File: config.mk
export PLATFORM = sky130hd
export DESIGN_NAME = telemetry_rx_flat
export DESIGN_NICKNAME = d
export VERILOG_FILES = /design/src/rtl/telemetry_rx_pkg.sv /design/src/rtl/telemetry_rx_if.sv /design/src/rtl/telemetry_rx_uart_rx_byte.sv /design/src/rtl/telemetry_rx.sv /design/src/flat_wrapper.sv
export SDC_FILE = /design/constraint.sdc
export NUM_CORES = 1
export LEC_CHECK = 0
export CAP_MARGIN = 20
export CORE_MARGIN = 2
export CORE_UTILIZATION = 50
export CTS_CLUSTER_SIZE = 8
export DETAILED_ROUTE_END_ITERATION = 10
export PLACE_DENSITY = 0.7
export SYNTH_ARGS = -nofsm -noshare
export SYNTH_HDL_FRONTEND = slang
export SYNTH_SLANG_ARGS = --single-unit
export TNS_END_PERCENT = 1
File: constraint.sdc
create_clock -name clk -period 3.7 [get_ports clk]
set_input_delay 0.37 -clock clk [delete_from_list [all_inputs] [get_ports clk]]
set_output_delay 0.37 -clock clk [all_outputs]
set_load 0.01 [all_outputs]
File: src/rtl/telemetry_rx_pkg.sv
// Shared telemetry-link definitions: framing bytes, receiver FSM encodings and
// the decoded packet record. The transmitter imports the same package.
package telem_pkg;

  localparam logic [7:0]  HDR1_BYTE = 8'hAA;
  localparam logic [7:0]  HDR2_BYTE = 8'h55;
  localparam int unsigned PKT_BYTES = 8;

  typedef enum logic [$clog2(PKT_BYTES)-1:0] {
    HDR1, HDR2, BH, BL, CH, CL, TH, TL
  } pkt_state_t;

  typedef enum logic [1:0] {
    RX_IDLE, RX_START, RX_DATA, RX_STOP
  } bit_state_t;

  typedef struct packed {
    logic [11:0] batt;
    logic [11:0] curr;
    logic [11:0] torque;
  } telem_t;

endpackage

File: src/rtl/telemetry_rx_if.sv
// Decoded telemetry output bundle: three readings plus their strobe and error pulses.
interface telemetry_rx_if;

  logic [11:0] batt;
  logic [11:0] avg_curr;
  logic [11:0] avg_torque;
  logic        pkt_vld;
  logic        frame_err;
  logic        fmt_err;

  modport master (output batt, avg_curr, avg_torque, pkt_vld, frame_err, fmt_err);
  modport slave  (input  batt, avg_curr, avg_torque, pkt_vld, frame_err, fmt_err);

endinterface

File: src/rtl/telemetry_rx_uart_rx_byte.sv
// UART byte receiver, 8N1, LSB first: RX synchroniser, mid-bit sampling,
// byte_rdy on good stop bit, frame_err when the stop bit samples low.
module uart_rx_byte
  import telem_pkg::*;
#(
    parameter int unsigned BAUD_DIV = 2604
) (
    input  logic       clk,
    input  logic       rst,
    input  logic       rx,
    output logic       byte_rdy,
    output logic [7:0] rx_byte,
    output logic       frame_err
);

    localparam int unsigned    CW       = $clog2(BAUD_DIV);
    localparam logic [CW-1:0]  HALF_END = CW'(BAUD_DIV / 2 - 1);
    localparam logic [CW-1:0]  BIT_END  = CW'(BAUD_DIV - 1);

    logic          rx_s1, rx_s2, rx_s3;
    bit_state_t    state, state_nx;
    logic [CW-1:0] baud_cnt;
    logic [2:0]    bit_cnt;
    logic [7:0]    shift;
    logic          start_edge, half_done, bit_done;

    always_ff @(posedge clk) begin
        if (rst) begin
            rx_s1 <= 1'b1;
            rx_s2 <= 1'b1;
            rx_s3 <= 1'b1;
        end else begin
            rx_s1 <= rx;
            rx_s2 <= rx_s1;
            rx_s3 <= rx_s2;
        end
    end

    assign start_edge = rx_s3 & ~rx_s2;
    assign half_done  = (baud_cnt == HALF_END);
    assign bit_done   = (baud_cnt == BIT_END);

    always_ff @(posedge clk) begin
        if (rst) state <= RX_IDLE;
        else     state <= state_nx;
    end

    always_comb begin
        state_nx = state;
        case (state)
            RX_IDLE:  if (start_edge) state_nx = RX_START;
            RX_START: if (half_done)  state_nx = rx_s2 ? RX_IDLE : RX_DATA;
            RX_DATA:  if (bit_done && bit_cnt == 3'd7) state_nx = RX_STOP;
            RX_STOP:  if (bit_done) state_nx = RX_IDLE;
            default:  state_nx = RX_IDLE;
        endcase
    end

    always_comb begin
        byte_rdy  = (state == RX_STOP) && bit_done &&  rx_s2;
        frame_err = (state == RX_STOP) && bit_done && !rx_s2;
        rx_byte   = shift;
    end

    always_ff @(posedge clk) begin
        if (rst) begin
            baud_cnt <= '0;
            bit_cnt  <= '0;
            shift    <= '0;
        end else begin
            if (state == RX_IDLE || (state == RX_START && half_done) || bit_done)
                baud_cnt <= '0;
            else
                baud_cnt <= baud_cnt + 1'b1;

            if (state == RX_IDLE)
                bit_cnt <= '0;
            else if (state == RX_DATA && bit_done) begin
                bit_cnt <= bit_cnt + 1'b1;
                shift   <= {rx_s2, shift[7:1]};
            end
        end
    end

endmodule

File: src/rtl/telemetry_rx.sv
// Telemetry link receiver: packet framing FSM over uart_rx_byte, shadow
// registers for atomic update of battery / current / torque, inter-byte timeout.
module telemetry_rx
  import telem_pkg::*;
#(
    parameter int unsigned BAUD_DIV = 2604,
    parameter int unsigned BYTE_TO  = 65535
) (
    input  logic            clk,
    input  logic            rst,
    input  logic            RX,
    telemetry_rx_if.master  tif
);

    localparam int unsigned   TW      = $clog2(BYTE_TO + 1);
    localparam logic [TW-1:0] TO_LAST = TW'(BYTE_TO - 1);

    logic        byte_rdy, rx_ferr;
    logic [7:0]  rx_byte;
    pkt_state_t  state, state_nx;
    logic [11:0] sh_batt, sh_curr;
    logic [3:0]  sh_tq_hi;
    logic [TW-1:0] to_cnt;
    logic        nib_state, nib_err, timeout, latch, fmt_err_d;
    telem_t      pkt_next;

    uart_rx_byte #(.BAUD_DIV(BAUD_DIV)) u_rx (
        .clk       (clk),
        .rst       (rst),
        .rx        (RX),
        .byte_rdy  (byte_rdy),
        .rx_byte   (rx_byte),
        .frame_err (rx_ferr)
    );

    assign nib_state = (state == BH) || (state == CH) || (state == TH);
    assign nib_err   = (rx_byte[7:4] != 4'h0);
    // to_cnt restarts at 1 so the registered fmt_err lands exactly BYTE_TO clocks after byte_rdy
    assign timeout   = (state != HDR1) && !byte_rdy && (to_cnt == TO_LAST);

    always_ff @(posedge clk) begin
        if (rst) state <= HDR1;
        else     state <= state_nx;
    end

    always_comb begin
        state_nx = state;
        if (rx_ferr || timeout)
            state_nx = HDR1;
        else if (byte_rdy) begin
            case (state)
                HDR1: if (rx_byte == HDR1_BYTE) state_nx = HDR2;
                HDR2: begin
                    if      (rx_byte == HDR2_BYTE) state_nx = BH;
                    else if (rx_byte == HDR1_BYTE) state_nx = HDR2;
                    else                           state_nx = HDR1;
                end
                BH:      state_nx = nib_err ? HDR1 : BL;
                BL:      state_nx = CH;
                CH:      state_nx = nib_err ? HDR1 : CL;
                CL:      state_nx = TH;
                TH:      state_nx = nib_err ? HDR1 : TL;
                TL:      state_nx = HDR1;
                default: state_nx = HDR1;
            endcase
        end
    end

    always_comb begin
        latch     = byte_rdy && (state == TL);
        fmt_err_d = !rx_ferr && (timeout || (byte_rdy && nib_state && nib_err));
        pkt_next  = '{batt: sh_batt, curr: sh_curr, torque: {sh_tq_hi, rx_byte}};
    end

    always_ff @(posedge clk) begin
        if (rst) begin
            sh_batt        <= '0;
            sh_curr        <= '0;
            sh_tq_hi       <= '0;
            to_cnt         <= TW'(1);
            tif.batt       <= '0;
            tif.avg_curr   <= '0;
            tif.avg_torque <= '0;
            tif.pkt_vld    <= 1'b0;
            tif.frame_err  <= 1'b0;
            tif.fmt_err    <= 1'b0;
        end else begin
            to_cnt <= (byte_rdy || state == HDR1) ? TW'(1) : to_cnt + 1'b1;

            if (rx_ferr || fmt_err_d) begin
                sh_batt  <= '0;
                sh_curr  <= '0;
                sh_tq_hi <= '0;
            end else if (byte_rdy) begin
                case (state)
                    BH:      sh_batt[11:8] <= rx_byte[3:0];
                    BL:      sh_batt[7:0]  <= rx_byte;
                    CH:      sh_curr[11:8] <= rx_byte[3:0];
                    CL:      sh_curr[7:0]  <= rx_byte;
                    TH:      sh_tq_hi      <= rx_byte[3:0];
                    default: ;
                endcase
            end

            if (latch) begin
                tif.batt       <= pkt_next.batt;
                tif.avg_curr   <= pkt_next.curr;
                tif.avg_torque <= pkt_next.torque;
            end
            tif.pkt_vld   <= latch;
            tif.frame_err <= rx_ferr;
            tif.fmt_err   <= fmt_err_d;
        end
    end

endmodule
File: src/flat_wrapper.sv
// flat-port wrapper written by rule: the top's interface ports become plain ports
module telemetry_rx_flat import telem_pkg::*;
#(
    parameter int unsigned BAUD_DIV = 2604,
    parameter int unsigned BYTE_TO  = 65535
)
  (clk, rst, RX, tif_batt, tif_avg_curr, tif_avg_torque, tif_pkt_vld, tif_frame_err, tif_fmt_err);
  telemetry_rx_if tif_i ();
  input  logic clk;
  input  logic rst;
  input  logic RX;
  output wire logic [$bits(tif_i.batt)-1:0] tif_batt;
  output wire logic [$bits(tif_i.avg_curr)-1:0] tif_avg_curr;
  output wire logic [$bits(tif_i.avg_torque)-1:0] tif_avg_torque;
  output wire logic [$bits(tif_i.pkt_vld)-1:0] tif_pkt_vld;
  output wire logic [$bits(tif_i.frame_err)-1:0] tif_frame_err;
  output wire logic [$bits(tif_i.fmt_err)-1:0] tif_fmt_err;
  assign tif_batt = tif_i.batt;
  assign tif_avg_curr = tif_i.avg_curr;
  assign tif_avg_torque = tif_i.avg_torque;
  assign tif_pkt_vld = tif_i.pkt_vld;
  assign tif_frame_err = tif_i.frame_err;
  assign tif_fmt_err = tif_i.fmt_err;
  telemetry_rx #(.BAUD_DIV(BAUD_DIV), .BYTE_TO(BYTE_TO)) u_core (.clk(clk), .rst(rst), .RX(RX), .tif(tif_i));
endmodule
---- Word level (Yosys, flattened, before mapping) ----
Index checks and enable logic that the tools add are counted.
operators by class
  add/subtract/negate cells ............... 3
  equal/unequal tests ..................... 21
  muxes and demuxes ....................... 13
  bitwise operators ....................... 3
  reduce and logical (&&, ||, !) cells .... 40
operators by type and width
  kind                                                                     count
  3-bit case mux with 8 select lines                                       1
  16-bit by 1-bit adder with 16-bit output, second input constant          1
  16-bit equality test, second input constant                              1
  3-bit equality test, second input constant                               5
  2-bit AND reduction                                                      7
  12-bit by 1-bit adder with 12-bit output, second input constant          1
  12-bit by 11-bit equality test with 1-bit output, second input constant  1
  12-bit equality test, second input constant                              1
  1-bit logical AND                                                        12
  2-bit two-way mux                                                        6
  3-bit two-way mux                                                        4
  2-bit OR reduction                                                       5
  8-bit by 7-bit equality test with 1-bit output, second input constant    1
  8-bit equality test, second input constant                               1
  1-bit logical OR                                                         8
  2-bit != test, second input constant                                     4
  2-bit case mux with 4 select lines                                       1
  3-bit by 2-bit equality test with 1-bit output, second input constant    2
  2-bit equality test, second input constant                               2
  4-bit AND reduction                                                      1
  4-bit nonzero test                                                       1
  3-bit by 1-bit adder with 3-bit output, second input constant            1
  3-bit by 1-bit equality test with 1-bit output, second input constant    1
  1-bit logical NOT                                                        3
  other kinds (8)                                                          9
storage, ports and cells
  bits in registers ....................... 114
  output and inout bits ................... 39
  word-level logic and storage cells ...... 100

---- Longest topological paths before layout ----
  depth in word-level cells ............... 10
  depth in mapped cells ................... 7
  mapped depth without buffers ............ 6

---- Modules after synthesis ----
A second synthesis with hierarchy kept.
second synthesis, totals
  cells, all modules ...................... 510
  area total of the unflattened synthesis .. 4491.8 um2
by module, submodules not included
  module        instances  cells an instance  area an instance (um2)
  telemetry_rx  1          383                3294.4
  uart_rx_byte  1          127                1197.4

---- Worst setup path after synthesis ----
Ideal clock, no wire load.
  kind .................................... register to register
  start ................................... register u_core.u_rx.baud_cnt[4]
  end ..................................... register u_core.sh_batt[0]
  arrival ................................. 2063 ps
  path slack .............................. 1505 ps
  cell stages (with the launch flop) ...... 8
  path buffers ............................ 3
  clock period less this slack ............ 2195 ps
  cell sequence ........................... dfxtp_1 > or4b_1 > buf_6 > or3_1 > buf_2 > o31ai_4 > buf_6 > a2111oi_2
on the way
  word-level cells in the longest chain between the ends .. 10
  elaborated cells on any way between the ends .. 15
  classes of those cells .................. eq/ne: 1; reduce/logical: 14
ends and longest elaborated chain
  what                            RTL line                                                          RTL
  start: declaration              telemetry_rx_uart_rx_byte.sv:22                                   logic [CW-1:0] baud_cnt;
  start signal: assignment        telemetry_rx_uart_rx_byte.sv:74                                   baud_cnt <= baud_cnt + 1'b1;
  12-bit equality test *          telemetry_rx_uart_rx_byte.sv:41                                   assign bit_done = (baud_cnt == BIT_END);
  1-bit logical AND *             telemetry_rx_uart_rx_byte.sv:60, telemetry_rx_uart_rx_byte.sv:61
  1-bit logical AND               telemetry_rx_uart_rx_byte.sv:60                                   byte_rdy = (state == RX_STOP) && bit_done && rx_s2;
  1-bit logical NOT               telemetry_rx.sv:39                                                assign timeout = (state != HDR1) && !byte_rdy && (to_cnt == TO_LAST);
  1-bit logical AND (2 in a row)  telemetry_rx.sv:39
  1-bit logical OR                telemetry_rx.sv:71                                                fmt_err_d = !rx_ferr && (timeout || (byte_rdy && nib_state && nib_err));
  1-bit logical AND               telemetry_rx.sv:71
  1-bit logical OR                telemetry_rx.sv:90                                                if (rx_ferr || fmt_err_d) begin
  2-bit OR reduction (no line)    --
  end signal: assignment          telemetry_rx.sv:97                                                BL: sh_batt[7:0] <= rx_byte;
  end: declaration                telemetry_rx.sv:21                                                logic [11:0] sh_batt, sh_curr;
Mark *: on every way between the ends. The rest lies on a longest branch, timed or not.
A chain may end at the register's enable or synchronous reset.

---- Worst setup path after layout ----
  start ................................... register u_core.u_rx.baud_cnt[4]
  end ..................................... register u_core.sh_batt[9]
The elaborated chain is that of the path after synthesis.

==> results.py <==
metrics = {
    "clock_tree": {
        "cts_post_setup_buffers_inserted": 0,
        "clock_path_buffers": 2,
        "cts_root_buffer": "sky130_fd_sc_hd__clkbuf_8",
        "tritoncts": "yes",
        "numCtsBuffers": 17,
        "cts.hold.buffers_added": 0,
        "numClockSinks": 114,
        "cts_resized": 0,
        "h-tree-depth": 4,
        "cts.clk_slew.worst_paths_ns": 0.06,
        "worstSkewPairLatency_ns": 0.51,
    },
    "route": {
        "drt-initial-drc-count": 295,
        "wl_mm": 11.6,
        "final_antenna_net_count": 0,
        "drt_pre_antenna_iters": 5,
        "vias": 4364,
        "route.detailed.wl_per_inst_microns": 16.0,
        "route.detailed.vias_per_inst": 6.02,
        "drc": 0,
    },
    "global_route": {
        "global_route.usage.total_pct": 21.5,
        "fraction_of_met1_tracks_used_by_global_routing_pct": 26.3,
        "grt_first_pass_wirelength_mm": 19.7,
        "initial_antenna_violation_count": 0,
        "grt_max_degree": 68,
        "grt_use_met2_pct": 36.2,
        "globalRouteOverflowTotal": 0,
        "grt_use_met3_pct": 5.01,
        "first_global_vias": 4257,
        "grt-busiest-layer": "met2",
    },
    "die": {
        "core_area_sq_um": 10200,
        "die_w_microns": 106,
        "effective_utilization_at_floorplan_pct": 50.7,
        "die_boundary_height_microns": 106,
        "boundaryPins": 42,
        "placement_rows": 37,
        "design.die.area_sq_um": 11200,
    },
    "setup_path": {
        "crit_path_start_kind": "flop",
        "crit_path_cell_trace": "or4b_1 > nor4_4 > buf_4 > nor4_2 > buf_4 > a2111oi_1",
        "cp.required_ns": 4.08,
        "crit_path_max_fanout": 40,
        "critical_path.reg2reg.endpoint": "u_core.sh_batt[9]",
        "critPathArrivalTime_ns": 3.20,
        "critPathKind": "reg2reg",
        "worst_setup_path_startpoint": "u_core.u_rx.baud_cnt[4]",
        "regToRegSetupSlack_ns": 0.88,
        "worst_setup_path_end_kind": "flop",
        "critical_path.most_common_cell": "sky130_fd_sc_hd__buf_4",
        "max_stage_delay_ns": 0.74,
        "critPathSlowestCell": "sky130_fd_sc_hd__or4b_1",
        "critical_path.reg2reg.startpoint": "u_core.u_rx.baud_cnt[4]",
        "timing.reg2reg.worst_path_depth": 6,
    },
    "logic_synthesis": {
        "ys_seq_area_share_pct": 44.2,
        "synth_fp_nets": 578,
        "ys_async_sr_fraction_pct": 0,
        "post_synth_instance_area_sq_um": 5170,
        "synth_edf_count": 0,
        "postSynthCellCount": 569,
        "synth_cell_types": 49,
        "synthesis.yosys.warnings": 0,
        "postSynthRegisterBits": 114,
        "synthesis.area_per_instance_sq_um": 9.08,
        "synth_top_cell_area_share_pct": 44.2,
        "netlist.top_cell.by_area": "sky130_fd_sc_hd__dfxtp_1",
        "synth_top_cells_by_area": "sky130_fd_sc_hd__dfxtp_1, sky130_fd_sc_hd__o21ai_0, sky130_fd_sc_hd__a2111oi_2",
        "yosys_most_used_dff": "sky130_fd_sc_hd__dfxtp_1",
    },
    "sta": {
        "finalHoldWorstSlack_ns": 0.411,
        "setup_violations": 0,
        "fmax_mhz": 355,
        "final_critical_path_setup_slack_ns": 0.884,
        "tns_ns": 0,
        "worst_slew_pin_slew_ns": 0.925,
        "final-max-slew-violation-count": 0,
        "finalHoldViolations": 0,
        "setup_repair_after_global_routing_missed_its_margin": "no",
        "max_slew_margin_pct": 38.2,
        "period_minus_slack_ns": 2.82,
        "finalClockSkew_ns": 0.00718,
        "share_of_the_clock_period_used_by_the_worst_path_pct": 76.1,
    },
    "cells_and_area": {
        "commonest_cells_after_routing_fill_and_taps_aside": "sky130_fd_sc_hd__dfxtp_1, sky130_fd_sc_hd__o21ai_0, sky130_fd_sc_hd__nand3_1, sky130_fd_sc_hd__a21oi_1, sky130_fd_sc_hd__clkdlybuf4s50_1",
        "final_layout_size_suffix_gt1_share_pct": 12.1,
        "mostFrequentLayoutCell": "sky130_fd_sc_hd__dfxtp_1",
        "number_of_nets_in_the_final_layout": 586,
        "n_antenna_cell": 0,
        "area_delta_synth_final_pct": 18.4,
    },
    "hold_path": {
        "min_delay_path_depth": 1,
        "end_point_of_the_most_critical_hold_path": "u_core.u_rx.rx_s2",
        "worst_hold_startpoint": "u_core.u_rx.rx_s1",
        "worst_hold_path_type": "reg2reg",
    },
    "power_and_ir_drop": {
        "power.switching_mw": 0.592,
        "internal_power_mw": 2.32,
        "p_clk_share_pct": 56.8,
        "power.density_cell_area_nw_per_um2": 476,
        "power.share.switching_pct": 20.3,
        "p_leak_nw": 1.86,
        "seqPwrFrac_pct": 42.3,
        "share_comb_of_total_power_pct": 0.9,
        "peakVddDrop_mv": 0.270,
    },
    "run_status": {
        "result_of_the_run": "finished, final reports clean",
    },
    "flow_run": {
        "max_cap_viol_count": 0,
    },
    "placement": {
        "io_buffers": 41,
        "placement.setup.worst_slack_ns": 0.959,
        "place.gp.congestion": 0.813,
        "post_dp_hpwl_mm": 6.98,
    },
}
==> area by class of cell <==
class                           count  area, sq um
Clock buffer                       17          414
Tap cell                          136          170
Timing Repair Buffer               49          465
Multi-Input combinational cell    390         2580
Fill cell                         885         4070
Inverter                            5         18.8
Clock inverter                     14          189
Sequential cell                   114         2280
==> power groups by stage <==
stage               Sequential (mW)  Clock [mW]  Combinational, mW
floorplan                      1.26           0             0.0248
global placement               1.26           0             0.0254
detailed placement             1.26           0             0.0260
CTS                            1.23        1.68             0.0261
global route                   1.23        1.74             0.0286
finish                         1.23        1.65             0.0260
==> logic make-up after synthesis <==
family | synth area share (%)
AOI/OAI and AO/OA | 20.1
xor gates and xnor gates | 3.56
adders and majority gates | 1.45
buffers and inverters | 6.05
DFF | 44.2
and+or+nand+nor | 22.9
muxes | 1.74
==> critical path, delay by kind of cell (launching register included) <==
| family | cells | cell delay, ns |
|---|---|---|
| buffers and inverters | 2 | 0.69 |
| AO/OA/AOI/OAI | 1 | 0.45 |
| flip-flops | 1 | 0.35 |
| AND/OR/NAND/NOR | 3 | 1.17 |
==> through the flow <==
stage	total power [mW]	utilization, %	area [sq um]	instances
2_1_floorplan	1.28	-	5170	569
3_3_place_gp	1.29	54.2	5520	694
3_5_place_dp	1.29	54.2	5520	694
4_1_cts	2.94	60.1	6120	725
5_1_grt	3.00	60.1	6120	725
6_report	2.91	60.1	6120	725
==> registers in the layout, summed over array words and instances (netlist names), 3 cells and up, named ones only <==
name / flops
u_core.tif.avg_curr: 12
u_core.sh_tq_hi: 4
u_core.sh_batt: 12
u_core.u_rx.baud_cnt: 12
u_core.tif.batt: 12
u_core.sh_curr: 12
u_core.u_rx.bit_cnt: 3
u_core.u_rx.rx_byte: 8
u_core.state: 3
u_core.to_cnt: 16
u_core.tif.avg_torque: 12
==> layer usage <==
layer / up-vias / wire length, microns
met5: - / 0
met2: 111 / 5810
li1: 2130 / -
met1: 2106 / 5140
met3: 17 / 480
met4: 0 / 173
==> cell usage after synthesis, types with 5 or more instances <==
master,number
sky130_fd_sc_hd__buf_6,5
sky130_fd_sc_hd__mux2i_1,9
sky130_fd_sc_hd__o21ai_0,63
sky130_fd_sc_hd__nand4_1,28
sky130_fd_sc_hd__ha_1,6
sky130_fd_sc_hd__a21oi_1,42
sky130_fd_sc_hd__nand2_1,15
sky130_fd_sc_hd__dfxtp_1,114
sky130_fd_sc_hd__a2111oi_2,19
sky130_fd_sc_hd__or3_1,5
sky130_fd_sc_hd__nand4b_1,13
sky130_fd_sc_hd__o21ai_1,6
sky130_fd_sc_hd__and4_1,5
sky130_fd_sc_hd__xnor2_1,9
sky130_fd_sc_hd__nor4_1,5
sky130_fd_sc_hd__inv_1,5
sky130_fd_sc_hd__buf_2,16
sky130_fd_sc_hd__xor2_1,12
sky130_fd_sc_hd__a2111oi_1,9
sky130_fd_sc_hd__or2_2,5
sky130_fd_sc_hd__nor2_1,37
sky130_fd_sc_hd__nand3_1,53
sky130_fd_sc_hd__nor3_1,9
sky130_fd_sc_hd__clkbuf_1,33
==> worst max path at each step <==
stage                         end
2_1_floorplan   u_core.sh_batt[0]
6_report        u_core.sh_batt[9]
5_1_grt        u_core.sh_tq_hi[1]
3_3_place_gp   u_core.sh_tq_hi[2]
4_1_cts         u_core.sh_batt[9]
3_5_place_dp    u_core.sh_curr[4]
Power figures use the tool's default switching activity.
